===== config.mk =====
export PLATFORM = sky130hd
export DESIGN_NAME = lcd_value_ctrl
export DESIGN_NICKNAME = d
export VERILOG_FILES = /design/src/rtl/lcd_value_ctrl.sv
export SDC_FILE = /design/constraint.sdc
export NUM_CORES = 1
export LEC_CHECK = 0
export CORE_ASPECT_RATIO = 0.5
export CORE_UTILIZATION = 40
export CTS_CLUSTER_SIZE = 30
export DETAILED_ROUTE_END_ITERATION = 7
export HOLD_SLACK_MARGIN = 0.15
export PLACE_DENSITY_LB_ADDON = 0.12
export SLEW_MARGIN = 20
export SYNTH_ARGS = -nofsm -noshare
export SYNTH_HDL_FRONTEND = slang
export SYNTH_SLANG_ARGS = --single-unit
export TNS_END_PERCENT = 5

===== constraint.sdc =====
create_clock -name i_clk -period 8.62 [get_ports i_clk]
set_input_delay 0.862 -clock i_clk [delete_from_list [all_inputs] [get_ports i_clk]]
set_output_delay 0.862 -clock i_clk [all_outputs]
set_load 0.01 [all_outputs]

===== src/rtl/lcd_value_ctrl.sv =====
// rtl/lcd_value_ctrl.sv - HD44780 8-bit sequencer showing an 8-bit count as three decimal digits
//
// Runs the LCD power-up/init sequence, then rewrites the display whenever
// i_value differs from the value last shown. All bus timing comes from the
// cycle-count parameters and one shared 20-bit delay counter.
//
// Ports:
//   i_clk     system clock
//   i_rst     asynchronous active-high reset
//   i_value   binary count to display (0..255)
//   o_ready   high once init has completed, until reset
//   o_busy    high while an init or refresh write sequence is in progress
//   o_lcd_rs  register select (0 command, 1 data)
//   o_lcd_rw  read/write select, always 0 (write only)
//   o_lcd_e   enable strobe
//   o_lcd_db  8-bit data bus
module lcd_value_ctrl #(
  parameter int T_PWRUP = 750000,
  parameter int T_EN    = 12,
  parameter int T_CMD   = 2000,
  parameter int T_CLR   = 82000
) (
  input  logic       i_clk,
  input  logic       i_rst,
  input  logic [7:0] i_value,
  output logic       o_ready,
  output logic       o_busy,
  output logic       o_lcd_rs,
  output logic       o_lcd_rw,
  output logic       o_lcd_e,
  output logic [7:0] o_lcd_db
);

  typedef enum logic [2:0] {
    S_PWRUP,
    S_INIT,
    S_IDLE,
    S_CONV,
    S_ADDR,
    S_DIG
  } state_t;

  // Phases of a single bus write: setup (2 cycles), E high, post-E hold.
  localparam logic [1:0] PH_SETUP = 2'd0;
  localparam logic [1:0] PH_EN    = 2'd1;
  localparam logic [1:0] PH_HOLD  = 2'd2;

  localparam logic [19:0] L_PWRUP_LAST = 20'(T_PWRUP - 1);
  localparam logic [19:0] L_EN_LAST    = 20'(T_EN - 1);
  localparam logic [19:0] L_CMD_LAST   = 20'(T_CMD - 1);
  localparam logic [19:0] L_CLR_LAST   = 20'(T_CLR - 1);

  state_t      r_state;
  logic [1:0]  r_phase;
  logic [19:0] r_cnt;
  logic [1:0]  r_idx;
  // Double-dabble work register: [19:16] hundreds, [15:12] tens,
  // [11:8] units, [7:0] binary being shifted out.
  logic [19:0] r_dd;
  logic [7:0]  r_latched;
  logic [7:0]  r_shown;
  logic        r_shown_vld;
  logic        r_ready;
  logic        r_rs;
  logic [7:0]  r_db;

  state_t      w_state_nxt;
  logic [1:0]  w_phase_nxt;
  logic [19:0] w_cnt_nxt;
  logic [1:0]  w_idx_nxt;
  logic        w_start;
  logic        w_load;
  logic        w_commit;
  logic        w_wdone;
  logic        w_need;
  logic        w_in_write;
  logic [19:0] w_hold_last;
  logic        w_rs_nxt;
  logic [7:0]  w_db_nxt;
  logic [3:0]  w_h;
  logic [3:0]  w_t;
  logic [3:0]  w_u;

  // One shift/add-3 step: bump any BCD digit >= 5 by 3, then shift left.
  function automatic logic [19:0] dd_step(input logic [19:0] d);
    logic [19:0] a;
    a = d;
    if (a[19:16] >= 4'd5) a[19:16] = a[19:16] + 4'd3;
    if (a[15:12] >= 4'd5) a[15:12] = a[15:12] + 4'd3;
    if (a[11:8]  >= 4'd5) a[11:8]  = a[11:8]  + 4'd3;
    return {a[18:0], 1'b0};
  endfunction

  assign w_need      = !r_shown_vld || (i_value != r_shown);
  assign w_in_write  = (r_state == S_INIT) || (r_state == S_ADDR) || (r_state == S_DIG);
  assign w_hold_last = (r_state == S_INIT && r_idx == 2'd3) ? L_CLR_LAST : L_CMD_LAST;
  assign w_h         = r_dd[19:16];
  assign w_t         = r_dd[15:12];
  assign w_u         = r_dd[11:8];

  // State register
  always_ff @(posedge i_clk or posedge i_rst) begin
    if (i_rst) begin
      r_state     <= S_PWRUP;
      r_phase     <= PH_SETUP;
      r_cnt       <= '0;
      r_idx       <= '0;
      r_dd        <= '0;
      r_latched   <= '0;
      r_shown     <= '0;
      r_shown_vld <= 1'b0;
      r_ready     <= 1'b0;
      r_rs        <= 1'b0;
      r_db        <= '0;
    end else begin
      r_state <= w_state_nxt;
      r_phase <= w_phase_nxt;
      r_cnt   <= w_cnt_nxt;
      r_idx   <= w_idx_nxt;
      if (w_load) begin
        r_dd      <= {12'h000, i_value};
        r_latched <= i_value;
      end else if (r_state == S_CONV) begin
        r_dd <= dd_step(r_dd);
      end
      if (w_commit) begin
        r_shown     <= r_latched;
        r_shown_vld <= 1'b1;
      end
      if (w_state_nxt == S_IDLE) r_ready <= 1'b1;
      // RS/DB only change when a new write begins, so they stay stable
      // through setup, E high, hold and any idle time afterwards.
      if (w_start) begin
        r_rs <= w_rs_nxt;
        r_db <= w_db_nxt;
      end
    end
  end

  // Next-state logic
  always_comb begin
    w_state_nxt = r_state;
    w_phase_nxt = r_phase;
    w_cnt_nxt   = r_cnt + 20'd1;
    w_idx_nxt   = r_idx;
    w_start     = 1'b0;
    w_load      = 1'b0;
    w_commit    = 1'b0;
    w_wdone     = 1'b0;

    if (w_in_write) begin
      case (r_phase)
        PH_SETUP: if (r_cnt == 20'd1) begin
          w_phase_nxt = PH_EN;
          w_cnt_nxt   = '0;
        end
        PH_EN: if (r_cnt == L_EN_LAST) begin
          w_phase_nxt = PH_HOLD;
          w_cnt_nxt   = '0;
        end
        PH_HOLD: if (r_cnt == w_hold_last) w_wdone = 1'b1;
        default: begin
          w_phase_nxt = PH_SETUP;
          w_cnt_nxt   = '0;
        end
      endcase
    end

    case (r_state)
      S_PWRUP: if (r_cnt == L_PWRUP_LAST) begin
        w_state_nxt = S_INIT;
        w_idx_nxt   = 2'd0;
        w_start     = 1'b1;
      end
      S_INIT: if (w_wdone) begin
        if (r_idx == 2'd3) begin
          w_state_nxt = S_IDLE;
        end else begin
          w_idx_nxt = r_idx + 2'd1;
          w_start   = 1'b1;
        end
      end
      S_IDLE: begin
        w_cnt_nxt = '0;
        if (w_need) begin
          w_state_nxt = S_CONV;
          w_load      = 1'b1;
        end
      end
      S_CONV: if (r_cnt == 20'd7) begin
        w_state_nxt = S_ADDR;
        w_start     = 1'b1;
      end
      S_ADDR: if (w_wdone) begin
        w_state_nxt = S_DIG;
        w_idx_nxt   = 2'd0;
        w_start     = 1'b1;
      end
      S_DIG: if (w_wdone) begin
        if (r_idx == 2'd2) begin
          w_state_nxt = S_IDLE;
          w_commit    = 1'b1;
        end else begin
          w_idx_nxt = r_idx + 2'd1;
          w_start   = 1'b1;
        end
      end
      default: w_state_nxt = S_PWRUP;
    endcase

    if (w_start) begin
      w_phase_nxt = PH_SETUP;
      w_cnt_nxt   = '0;
    end
  end

  // Byte for the write that is about to start (used only when w_start).
  // Leading zeros of hundreds/tens are shown as spaces.
  always_comb begin
    w_rs_nxt = 1'b0;
    w_db_nxt = 8'h00;
    case (w_state_nxt)
      S_INIT: begin
        case (w_idx_nxt)
          2'd0:    w_db_nxt = 8'h38;
          2'd1:    w_db_nxt = 8'h0C;
          2'd2:    w_db_nxt = 8'h06;
          default: w_db_nxt = 8'h01;
        endcase
      end
      S_ADDR: w_db_nxt = 8'h80;
      S_DIG: begin
        w_rs_nxt = 1'b1;
        case (w_idx_nxt)
          2'd0:    w_db_nxt = (w_h == 4'd0) ? 8'h20 : {4'h3, w_h};
          2'd1:    w_db_nxt = (w_h == 4'd0 && w_t == 4'd0) ? 8'h20 : {4'h3, w_t};
          default: w_db_nxt = {4'h3, w_u};
        endcase
      end
      default: ;
    endcase
  end

  // Outputs. BUSY includes the IDLE cycle that detects a new value so that
  // it is continuous across back-to-back refreshes.
  always_comb begin
    o_ready  = r_ready;
    o_busy   = (r_state != S_IDLE) || w_need;
    o_lcd_rs = r_rs;
    o_lcd_rw = 1'b0;
    o_lcd_e  = w_in_write && (r_phase == PH_EN);
    o_lcd_db = r_db;
  end

endmodule


==> qor.csv <==
stage,metric,value,unit
status,outcome,finished clean,
timing,max_freq,0.2905,GHz
detailed_routing,drt_iter0_drc,138,
timing,rsz0062_at_grt,no,
grt,gr-total-overflow,0,
detailed_routing,num_vias,2964,
yosys,yosysSeqAreaShare,45.12,%
yosys,netlist_area,4049,um2
power,cellPowerDensity,162.8,nW/um2
timing,tns,0,ns
power,vdd_drop_max,0.00009686,V
layout,drive_above_1_share,11.72,%
flow_run,max-cap-violations,0,
min_path,hp-class,reg -> reg,
place,io_buffers,20,
power,seq_power_share,44.8,%
layout,n_antenna_cell,0,
cts,insertion_delay,0.34,ns
timing,report.final.slew_viol_count,0,
grt,track_usage,17.41,%
min_path,hp-start,o_ready,
cts,clk_path_buf_depth,2,
floorplan,io-pin-count,23,
cts,cts_tree,built,
cts,clk_pin_slew,0.06,ns
place,place_hpwl,5648,um
power,comb_power_share,2.0,%
min_path,hold_depth,1,
yosys,synthCells,410,
yosys,yosys_most_used_dff,dfrtp_1,
grt,grt_max_degree,74,
min_path,hold_path_end,o_ready,
yosys,ys_seq_elements,73,
setup_path,end_kind,output pin,
yosys,synth.most_common_cell,dfrtp_1,
setup_path,critPathArrivalTime,2.58,ns
power,leakage,2.123,nW
place,dp_slack,5.209,ns
yosys,yosys-top-cells-count,"dfrtp_1 (73), nand2_1 (59), nor2_1 (42)",
timing,hold_viol,0,
yosys,synth_top_cell_by_area,dfrtp_1,
timing,setup_viol,0,
cts,cts-htree-levels,3,
timing,holdWs,0.4600,ns
cts,root_buffer,clkbuf_16,
setup_path,rr_worst_depth,12,
grt,grt_pass1_wl,13990,um
cts,post-cts-setup-buffer-count,0,
setup_path,cp.required,7.76,ns
grt,grt_pass1_vias,2889,
detailed_routing,totalWireLength,8063,um
place,gp_congestion,0.7884,
yosys,synth_area_per_cell,9.875,um2
floorplan,rows,25,
timing,slew_headroom,39.24,%
timing,worst_pin_slew,0.9113,ns
cts,cts_hold_buf,0,
detailed_routing,drc,0,
yosys,synth_edf_count,0,
cts,cts.repair.resized,0,
yosys,yosysWarnings,0,
setup_path,ff2ff_setup_slack,5.33,ns
power,p_clk_share,53.2,%
layout,n_fill_cell,898,
timing,period_minus_slack,3.443,ns
setup_path,startpoint_type,input port,
grt,antenna_found_initial,0,
setup_path,timing.rr.end,o_lcd_db[1],
floorplan,initial_core_util,42.03,%
timing,fin_skew,0.006914,ns
power,internal_power,0.6042,mW
setup_path,worstSetupPathType,in -> out,
cts,cts-buffers-inserted,9,
yosys,synth.distinct_cells,57,
floorplan,die_w,144.3,um
yosys,synthTopCellsByArea,"dfrtp_1 (45%), ha_1 (5.6%), nand2_1 (5.5%)",
layout,final_util,48.78,%
power,p_switching,0.1610,mW
layout,syn2layout_area_growth,16.07,%
yosys,async_flop_share,100.0,%
floorplan,core,9634,um2
floorplan,die_h,73.14,um
detailed_routing,final_antenna_net_count,0,
floorplan,die-area,10550,um2
detailed_routing,firstDrtPassIters,4,
yosys,yosysTopAreaCellShare,45.12,%
timing,fin_ws,5.177,ns
layout,fin_nets,458,
setup_path,r2r-start,r_cnt[4],
detailed_routing,wl_per_cell,14.15,um
setup_path,crit_fanout,3,
cts,cts.sinks,73,
power,p_sw_share,21.04,%
detailed_routing,vias_per_cell,5.200,
timing,period_share,39.94,%
-- layer usage --
layer  global-route usage [%]  part of all wire (%)  wire length (um)
met5                        0                     0                 0
met4                    6.199                   1.3               102
met3                    5.381                   3.0               240
met2                    27.19                    45              3606
met1                    22.92                    51              4113
-- power by group through the flow --
stage | sequential (mW) | clock, mW | combinational, mW
floorplan | 0.349 | 0 | 0.00838
global placement | 0.349 | 0 | 0.0157
detailed placement | 0.349 | 0 | 0.0162
CTS | 0.343 | 0.416 | 0.0162
global route | 0.342 | 0.432 | 0.0178
finish | 0.343 | 0.407 | 0.0155
-- critical path, stage by stage --
cell and delay, ns:
clkdlybuf4s50_1 0.45, xnor2_1 0.26, nand4_1 0.14, nor4b_1 0.27, nand2_1 0.09, clkdlybuf4s50_1 0.51
-- through the flow --
stage	total power, mW	area (um2)	instances
floorplan	0.3573	4053	411
global placement	0.3646	4372	554
detailed placement	0.3651	4372	554
CTS	0.7747	4700	570
global route	0.7926	4700	570
finish	0.7653	4700	570
-- registers in the layout (all words and copies together), names as in the netlist --
name / count
r_cnt: 20
r_shown_vld: 1
o_lcd_db: 7
o_lcd_rs: 1
r_phase: 2
r_idx: 2
r_latched: 8
r_shown: 8
o_ready: 1
r_dd: 20
r_state: 3
-- worst max-delay path by stage --
stage / end / slack (ns) / depth (start not counted) / start
2_1_floorplan: o_lcd_db[0] / 5.70 / 13 / r_cnt[4]
3_3_place_gp: o_busy / 5.20 / 6 / i_value[1]
3_5_place_dp: o_busy / 5.21 / 6 / i_value[0]
4_1_cts: o_busy / 5.20 / 6 / i_value[0]
5_1_grt: o_lcd_db[1] / 4.99 / 13 / r_idx[0]
6_report: o_busy / 5.18 / 6 / i_value[6]
-- final cells by class --
| type | instances | area, um2 | area share, % |
|---|---|---|---|
| clock buffer | 9 | 225.2 | 4.792 |
| clock inverter | 7 | 102.6 | 2.183 |
| inverter | 15 | 56.30 | 1.198 |
| multi-input combinational | 308 | 2097 | 44.62 |
| sequential | 73 | 1827 | 38.87 |
| tap | 135 | 168.9 | 3.594 |
| timing repair buffer | 23 | 222.7 | 4.739 |
-- cells in the final DEF, fill, tap and decap left out, types with 5 or more instances in the layout --
cell              n
nand2_1          59
mux2_2           16
a31oi_1           5
nand4_1           7
nor2b_1           5
and4_1            5
clkbuf_16         9
nand2b_1          5
nor3_1            6
inv_1            14
xor2_1           13
mux2i_1           7
nor2_1           42
a22oi_1           9
dfrtp_1          73
a21oi_1          13
nand3_1          10
ha_1             18
clkdlybuf4s50_1  20
xnor2_1          18
nor4_1            5
o21ai_1           5
o21ai_0          10
-- cells by family after synthesis --
| family | after synthesis | synth area share [%] |
|---|---|---|
| other | 1 | 0.09262 |
| DFF | 73 | 45.12 |
| adders and majority gates | 18 | 5.563 |
| and+or+nand+nor | 165 | 20.77 |
| AOI/OAI and AO/OA | 69 | 12.39 |
| xor gates and xnor gates | 31 | 6.706 |
| muxes | 23 | 6.180 |
| buffers and inverters | 30 | 3.183 |
No activity file was read; power rests on OpenSTA's default activity.
